$ cat src/rtl/mmio_bridge_pkg.sv
// Shared types and constants for the MCS I/O bus to MMIO slot bridge.
// Holds the FSM state encoding, address window base and timeout read value.
package mmio_bridge_pkg;

    typedef enum logic [1:0] {
        ST_IDLE   = 2'd0,
        ST_ACCESS = 2'd1,
        ST_RESP   = 2'd2
    } state_e;

    localparam logic [7:0]  IO_BASE      = 8'hC0;
    localparam logic [31:0] TIMEOUT_DATA = 32'hDEAD_BEEF;
    localparam int          CNT_W        = 16;

    // Mask of address bits [23:low_w] that must be zero for an in-range access.
    function automatic logic [31:0] upper_zero_mask(input int low_w);
        logic [31:0] m;
        m = '0;
        for (int b = 0; b < 24; b++) begin
            if (b >= low_w) begin
                m[b] = 1'b1;
            end
        end
        return m;
    endfunction

endpackage

$ cat src/rtl/mmio_timeout_counter.sv
// Wait-cycle counter for an outstanding slot access.
// Counts enabled cycles from zero and flags expiry on the TIMEOUT-th one.
module mmio_timeout_counter
    import mmio_bridge_pkg::*;
#(
    parameter int TIMEOUT = 255
) (
    input  logic clk_i,
    input  logic reset_i,
    input  logic clear_i,
    input  logic enable_i,
    output logic expired_o
);

    localparam logic [CNT_W-1:0] LIMIT = CNT_W'(TIMEOUT - 1);

    logic [CNT_W-1:0] cnt_q;
    logic [CNT_W-1:0] cnt_d;

    assign expired_o = enable_i && (cnt_q >= LIMIT);

    // Next count: clear wins, then advance while enabled and not yet expired.
    always_comb begin
        cnt_d = cnt_q;
        if (clear_i) begin
            cnt_d = '0;
        end else if (enable_i && !expired_o) begin
            cnt_d = cnt_q + CNT_W'(1);
        end
    end

    // Count register.
    always_ff @(posedge clk_i or posedge reset_i) begin
        if (reset_i) begin
            cnt_q <= '0;
        end else begin
            cnt_q <= cnt_d;
        end
    end

endmodule

$ cat src/rtl/mmio_slot_bridge.sv
// Bridges single MCS I/O bus requests onto one of NUM_SLOTS MMIO slots.
// One request in flight; decode and timeout errors are reported as sticky flags.
module mmio_slot_bridge
    import mmio_bridge_pkg::*;
#(
    parameter int NUM_SLOTS   = 8,
    parameter int SLOT_ADDR_W = 5,
    parameter int TIMEOUT     = 255
) (
    input  logic                    clk,
    input  logic                    reset,
    input  logic                    io_addr_strobe,
    input  logic                    io_read_strobe,
    input  logic                    io_write_strobe,
    input  logic [3:0]              io_byte_enable,
    input  logic [31:0]             io_address,
    input  logic [31:0]             io_write_data,
    output logic [31:0]             io_read_data,
    output logic                    io_ready,
    output logic [NUM_SLOTS-1:0]    slot_cs,
    output logic                    slot_read,
    output logic                    slot_write,
    output logic [SLOT_ADDR_W-1:0]  slot_addr,
    output logic [3:0]              slot_byte_enable,
    output logic [31:0]             slot_write_data,
    input  logic [NUM_SLOTS*32-1:0] slot_read_data,
    input  logic [NUM_SLOTS-1:0]    slot_ready,
    output logic                    err_timeout,
    output logic                    err_decode,
    input  logic                    err_clear
);

    localparam int          IDX_W   = $clog2(NUM_SLOTS);
    localparam int          IDX_LSB = 2 + SLOT_ADDR_W;
    localparam logic [31:0] HI_MASK = upper_zero_mask(IDX_LSB + IDX_W);

    state_e                 state_q, state_d;
    logic [IDX_W-1:0]       idx_q, idx_d;
    logic [SLOT_ADDR_W-1:0] reg_q, reg_d;
    logic [3:0]             be_q, be_d;
    logic [31:0]            wdata_q, wdata_d;
    logic                   we_q, we_d;
    logic [31:0]            rdata_q, rdata_d;
    logic                   err_to_q, err_to_d;
    logic                   err_dec_q, err_dec_d;

    logic                   req;
    logic                   in_range;
    logic                   set_to;
    logic                   set_dec;
    logic                   expired;
    logic                   in_access;
    logic                   rdy_sel;
    logic [31:0]            rdata_sel;
    logic [NUM_SLOTS-1:0]   sel_oh;

    assign req       = io_addr_strobe & (io_read_strobe | io_write_strobe);
    assign in_range  = (io_address[31:24] == IO_BASE)
                     && ((io_address & HI_MASK) == 32'h0);
    assign in_access = (state_q == ST_ACCESS);

    // Wait-cycle budget for the current access; idle outside ACCESS.
    mmio_timeout_counter #(
        .TIMEOUT (TIMEOUT)
    ) u_timeout (
        .clk_i     (clk),
        .reset_i   (reset),
        .clear_i   (!in_access),
        .enable_i  (in_access),
        .expired_o (expired)
    );

    // Pick the selected slot's ready and read data; other slots are ignored.
    always_comb begin
        sel_oh    = '0;
        rdy_sel   = 1'b0;
        rdata_sel = '0;
        for (int i = 0; i < NUM_SLOTS; i++) begin
            if (idx_q == IDX_W'(i)) begin
                sel_oh[i] = 1'b1;
                rdy_sel   = slot_ready[i];
                rdata_sel = slot_read_data[32*i +: 32];
            end
        end
    end

    // Next-state and datapath capture for the request FSM.
    always_comb begin
        state_d = state_q;
        idx_d   = idx_q;
        reg_d   = reg_q;
        be_d    = be_q;
        wdata_d = wdata_q;
        we_d    = we_q;
        rdata_d = rdata_q;
        set_to  = 1'b0;
        set_dec = 1'b0;
        unique case (state_q)
            ST_IDLE: begin
                if (req) begin
                    idx_d   = io_address[IDX_LSB +: IDX_W];
                    reg_d   = io_address[2 +: SLOT_ADDR_W];
                    be_d    = io_byte_enable;
                    wdata_d = io_write_data;
                    we_d    = io_write_strobe;
                    rdata_d = '0;
                    if (in_range) begin
                        state_d = ST_ACCESS;
                    end else begin
                        state_d = ST_RESP;
                        set_dec = 1'b1;
                    end
                end
            end
            ST_ACCESS: begin
                if (rdy_sel) begin
                    rdata_d = we_q ? 32'h0 : rdata_sel;
                    state_d = ST_RESP;
                end else if (expired) begin
                    rdata_d = TIMEOUT_DATA;
                    state_d = ST_RESP;
                    set_to  = 1'b1;
                end
            end
            ST_RESP: begin
                rdata_d = '0;
                state_d = ST_IDLE;
            end
            default: begin
                state_d = ST_IDLE;
            end
        endcase
        err_to_d  = err_clear ? 1'b0 : (err_to_q | set_to);
        err_dec_d = err_clear ? 1'b0 : (err_dec_q | set_dec);
    end

    // State, latched request fields, response data and sticky error flags.
    always_ff @(posedge clk or posedge reset) begin
        if (reset) begin
            state_q   <= ST_IDLE;
            idx_q     <= '0;
            reg_q     <= '0;
            be_q      <= '0;
            wdata_q   <= '0;
            we_q      <= 1'b0;
            rdata_q   <= '0;
            err_to_q  <= 1'b0;
            err_dec_q <= 1'b0;
        end else begin
            state_q   <= state_d;
            idx_q     <= idx_d;
            reg_q     <= reg_d;
            be_q      <= be_d;
            wdata_q   <= wdata_d;
            we_q      <= we_d;
            rdata_q   <= rdata_d;
            err_to_q  <= err_to_d;
            err_dec_q <= err_dec_d;
        end
    end

    assign io_ready         = (state_q == ST_RESP);
    assign io_read_data     = io_ready ? rdata_q : 32'h0;
    assign slot_cs          = in_access ? sel_oh : '0;
    assign slot_read        = in_access & ~we_q;
    assign slot_write       = in_access & we_q;
    assign slot_addr        = reg_q;
    assign slot_byte_enable = be_q;
    assign slot_write_data  = wdata_q;
    assign err_timeout      = err_to_q;
    assign err_decode       = err_dec_q;

endmodule

$ cat config.mk
export PLATFORM = sky130hd
export DESIGN_NAME = mmio_slot_bridge
export DESIGN_NICKNAME = d
export VERILOG_FILES = /design/src/rtl/mmio_bridge_pkg.sv /design/src/rtl/mmio_timeout_counter.sv /design/src/rtl/mmio_slot_bridge.sv
export SDC_FILE = /design/constraint.sdc
export NUM_CORES = 1
export LEC_CHECK = 0
export ABC_CLOCK_PERIOD_IN_PS = 8840
export CORE_AREA = 3 3 166 168
export DETAILED_ROUTE_END_ITERATION = 8
export DIE_AREA = 0 0 169 171
export PLACE_DENSITY = 0.55
export SYNTH_ARGS = -nofsm -noshare
export SYNTH_HDL_FRONTEND = slang
export SYNTH_HIERARCHICAL = 1
export SYNTH_SLANG_ARGS = --single-unit
$ cat constraint.sdc
create_clock -name clk -period 8.84 [get_ports clk]
set_clock_uncertainty 0.05 [all_clocks]
set_input_delay 2.652 -clock clk [delete_from_list [all_inputs] [get_ports clk]]
set_output_delay 2.652 -clock clk [all_outputs]
set_load 0.005 [all_outputs]
==> Word level (Yosys, flattened, before mapping) <==
Index checks and enable logic that the tools add are counted.
Widths: inputs -> output; s select.
{ "word_totals": {"ff_bits": 97, "inputBits": 338, "wordCells": 89} }
{ "classes": {"add_sub_neg": 1, "order_cmp": 1, "n_eq_ne": 13, "n_mux": 46, "bitwise_logic": 7, "reduce_logical": 11} }
{ "op_table": {"columns": ["op", "count"], "rows": [
  ["$mux 32", 13],
  ["$pmux 32 s3", 1],
  ["$logic_not 32->1", 1],
  ["$mux 16", 2],
  ["$mux 1", 24],
  ["$add 16x1->16 const B", 1],
  ["$ge 16x8->1 const B", 1],
  ["$eq 3x3->1 const B", 4],
  ["$eq 8x8->1 const B", 1],
  ["$mux 2", 4],
  ["$mux 8", 1],
  ["$eq 3x2->1 const B", 2],
  ["$pmux 2 s2", 1],
  ["$reduce_and 2->1", 2],
  ["$and 1x1->1", 3],
  ["$eq 3x1->1 const B", 1],
  ["$logic_and 1x1->1", 3],
  ["$logic_not 3->1", 1],
  ["$ne 3x1->1 const B", 1],
  ["$or 1x1->1", 3],
  ["$reduce_and 3->1", 1],
  ["$reduce_bool 3->1", 1],
  ["$eq 2x1->1 const B", 1],
  ["$eq 2x2->1 const B", 1],
  ["other kinds (5)", 5]
]} }

==> Longest topological paths before layout <==
{ "logic_depth": {"ltp_word": 13, "mapped_depth": 9, "mapped_depth_nobuf": 8} }

==> Cells and area by module <==
Netlist, hierarchy kept.
{ "by_module_without_submodules": {"columns": ["mod", "instances", "cells_each", "area_each_um2"], "rows": [
  ["mmio_slot_bridge", 1, 687, 5790.6],
  ["mmio_timeout_counter", 1, 68, 777.0]
]} }

==> Least setup slack after synthesis <==
Ideal clock, no wire load.
{ "synth_path": {"path_kind": "in2reg", "from": "input port slot_ready[6]", "to": "register rdata_q[10]", "setup_time_ns": 0.125, "arrival_time_ns": 4.133, "t_required_ns": 8.665, "path_slack_ns": 4.532, "cell_stages": 6, "n_path_buf": 1, "cell_sequence": "mux2_1 a2bb2oi_1 a21o_1 a211oi_4 buf_6 mux2_2"} }
{ "synth_via": {"elab_chain_cells": 4, "word_cells_on_any_way": 6} }
{ "synth_rtl": {"columns": ["item", "line_no", "rtl"], "rows": [
  ["start, declared", "mmio_slot_bridge.sv:27", "input logic [NUM_SLOTS-1:0] slot_ready,"],
  ["$mux 1 * (2 in a row)", "mmio_slot_bridge.sv:79", "if (idx_q == IDX_W'(i)) begin"],
  ["$ne 3x1->1 (no source line) or $mux 32 (tied branches)", null, null],
  ["$reduce_and 3->1 (no source line) or $pmux 32 s3 (tied branches)", null, null],
  ["end signal, assigned", "mmio_slot_bridge.sv:156", "rdata_q <= rdata_d;"],
  ["end, declared", "mmio_slot_bridge.sv:43", "logic [31:0] rdata_q, rdata_d;"]
]} }
Every way passes the cells marked *; elsewhere a longest branch is shown, timed or not.
A chain may end at the register's enable or synchronous reset.

==> Worst setup path in the final report <==
{ "layout_path": {"from": "register idx_q[2]", "to": "output port slot_cs[7]"} }
{ "layout_via": {"elab_chain_cells": 3} }
{ "layout_rtl": {"columns": ["item", "line_no", "rtl"], "rows": [
  ["start, declared", "mmio_slot_bridge.sv:38", "logic [IDX_W-1:0] idx_q, idx_d;"],
  ["start signal, assigned", "mmio_slot_bridge.sv:151", "idx_q <= idx_d;"],
  ["$eq 3x3->1", "mmio_slot_bridge.sv:79", null],
  ["$mux 1", "mmio_slot_bridge.sv:79", null],
  ["$mux 8", "mmio_slot_bridge.sv:164", "assign slot_cs = in_access ? sel_oh : '0;"],
  ["end, declared", "mmio_slot_bridge.sv:20", "output logic [NUM_SLOTS-1:0] slot_cs,"]
]} }
Every way passes these cells.

==> key figures <==
Status
  • Status: completed

Route
  • Vias: 7169
  • Drt via density: 4.85
  • TritonRoute pass-1 iters: 4
  • Wire per inst: 20.9 microns
  • Post-DRT Antenna Nets: 0
  • Iteration-0 DRC Markers: 320
  • Final WL: just over 30000 microns
  • DRC viols: 0

CTS
  • Clock Sink Count: 97
  • Total CTS buffers: 9
  • CTS clk-pin slew, worst paths: 70 ps
  • Clk_lat worst skew: roughly 350 ps
  • Worst-case clock buffer depth: 2
  • CTS Root Cell: clkbuf_16
  • CTS tree: done
  • Cts repair resizes: 0
  • H-Tree Depth: 3
  • Number of setup buffers added after CTS: 0
  • Hold_buf cts: 0

Synthesis
  • Mapped Nets: 1095
  • Synth warnings: 6
  • Post-synth top area cell: dfrtp_1
  • Post-synthesis cell type count: 56
  • Number of synthesized flops with an enable pin: 0
  • Synth Area in XOR/XNOR: 0.267%
  • Largest cells by area after synthesis: dfrtp_1, nand2_1, mux2_2, mux2i_1, o22ai_1
  • Async S/R FF share, synth: 100%
  • Synth Register Bits: 97
  • Post-Syn Instances: between 700 and 800
  • Largest family of logic cells by synthesized area: simple AND/OR/NAND/NOR gates
  • Synthesized area: ~6600 sq um
  • Post-synthesis sequential area ratio: a little under two fifths
  • Post-Synth Simple-Gate Area: 23.0%
  • Post-synth top cells: nand2_1, dfrtp_1, o22ai_1
  • Area share of fa/ha/maj cells after synthesis: less than 1%
  • Main synth FF type: dfrtp_1
  • Compound-Gate Fraction of Synth Area: 17.8%
  • Mean Syn Cell Area: 8.70 sq um
  • Yosys top cell area share: about 37%
  • Multiplexer share of the synthesized area: 16.6%
  • Count leader, synth: nand2_1

Worst setup path
  • Crit path DAT: 2790 ps
  • CP cell instances: buf_4, and2_1, nand2_1, nor2_1, clkdlybuf4s50_1
  • Crit path buf inv count: 2
  • Critical path depth: 5
  • CP peak stage delay: 860 ps
  • Crit end category: output pin
  • RR Endpoint: rdata_q[0]
  • CP top delay family: buffers and inverters
  • Worst reg2reg path depth: 7
  • CP Max Fanout: 40
  • Slowest stage cell on the critical path: dfrtp_2
  • CP required: approximately 6100 ps
  • Setup CP Type: reg2out
  • R2R setup slack: 5150 ps
  • Startpoint types: flip-flop
  • FF-to-FF Start: idx_q[1]

Finish
  • Fillers: around 2600
  • Final Non-Filler Cells: 1479
  • Fin nets: 1478
  • Final core occ: 43.6%
  • Layout cells sized above 1: about 8.0%
  • Seq. cell area: 2430 sq um
  • Area delta synth->final: 72.9%
  • Multi-input gate area: about 3800 sq um

Placed design
  • Place WS: 3660 ps
  • HPWL after DPL: 23000 microns
  • DP Cell Count: 1462
  • Final RePlAce weighted congestion: 0.795
  • IO Port Bufs: 421

Die
  • Initial Utilization: 25.2%
  • Die Height: 171 microns
  • CORE AREA: 26100 sq um
  • Die Width: 169 microns
  • Die area: 28900 sq um
  • IO Count: 424
  • # rows: 59

Hold path
  • Sink of the worst hold path: state_q[1]
  • Worst hold path type: reg2reg
  • Min-delay src: state_q[1]
  • Hold depth: 1

Timing
  • Slew @ Worst Pin: 1130 ps
  • Hold Fails Final Rpt: 0
  • Worst setup margin: 3350 ps
  • Final setup TNS: 0 ps
  • Setup repair after global routing missed its margin: false
  • Max frequency: around 0.18 GHz
  • Max_slew headroom: 24.6%
  • Slew Limit Fails: 0
  • Final min period: 5490 ps
  • Period utilization: 62.1%
  • Final setup viols: 0

Power and ir drop
  • Power Dens Cells: 130 nW/um^2
  • Peak VDD IR: 0.000101 V
  • Leak: 4.84 nW

Job
  • MaxCap Viol Count: 0

Global routing
  • Grt ovf: 0
  • All-Layer GR Usage: 20.4%
  • Largest net degree at the start of global routing: 68
  • Vias in the first global route: 7500
  • Global-route wire length before repair: 45500 microns
  • Initial antenna violation count: 1
==> report_power, final <==
group | internal (mW) | switching (mW) | leakage, nW
sequential | 0.479 | 0.0442 | 1.28
clock | 0.212 | 0.193 | 0.142
combinational | 0.307 | 0.242 | 3.42
total | 0.998 | 0.479 | 4.84
==> stage by stage <==
| step | hold WS (ps) | instance area, sq um | total power [mW] |
|---|---|---|---|
| finish | 418 | 11400 | 1.48 |
| global route | 447 | 11400 | 1.57 |
| CTS | 419 | 11300 | 1.50 |
| detailed placement | 409 | 11100 | 1.09 |
| global placement | 407 | 11100 | 1.09 |
| floorplan | 382 | 6570 | 0.777 |
==> cells in the final DEF (no fill, tap or decap), types with 7 or more instances in the layout <==
cell and instances:
clkdlybuf4s50_1 421, nand2_1 208, dfrtp_1 94, o22ai_1 45, mux2_2 43, mux2i_1 36
and2_1 36, o21a_1 24, nor2_1 23, a41o_1 22, inv_1 16, o21ai_0 13
buf_4 11, nor2b_1 10, a21oi_1 10, clkbuf_16 9, mux2_1 8, a22o_1 8
o211ai_1 8, mux4_2 7
==> registers in the layout, indices dropped and copies added (netlist names) <==
signal	count
err_decode	1
err_timeout	1
idx_q	3
rdata_q	32
slot_addr	5
slot_byte_enable	4
slot_write_data	32
state_q	2
u_timeout/cnt_q	16
we_q	1
==> cells by family (layout without fill, tap and decap cells) <==
kind of cell / count (synthesis) / after routing
flip-flops: 97 / 97
XOR/XNOR: 2 / 2
other: 0 / 1
adder cells (fa/ha/maj): 2 / 2
AO/OA/AOI/OAI: 157 / 157
multiplexers: 94 / 94
AND/OR/NAND/NOR: 325 / 325
buffers and inverters: 78 / 466
==> layer usage <==
layer  global-route usage, %  share of wire (%)  vias to the layer above
met1                    25.3                 41                     3435
met2                    35.7                 49                      281
li1                        -                  -                     3432
met3                    5.43                8.3                       21
met4                    4.52                1.2                        0
met5                       0                  0                        -
==> worst max-delay path by stage <==
stage                         from          to  slack (ps)
after global routing      idx_q[2]  slot_cs[5]        3150
after global placement    idx_q[2]  slot_cs[7]        3690
after detailed placement  idx_q[2]  slot_cs[7]        3660
final                     idx_q[2]  slot_cs[7]        3350
after floorplan              reset  err_decode        4060
after CTS                 idx_q[2]  slot_cs[7]        3260
==> area by class of cell <==
type                       instances  share of cell area, %
antenna                            1                 0.0220
multi-input combinational        580                   33.7
timing repair buffer             432                   37.8
tap                              335                   3.69
sequential                        97                   21.4
clock buffer                      11                   2.23
clock inverter                     5                  0.408
inverter                          18                  0.617
Note: power is estimated with default switching activity, not from simulation.
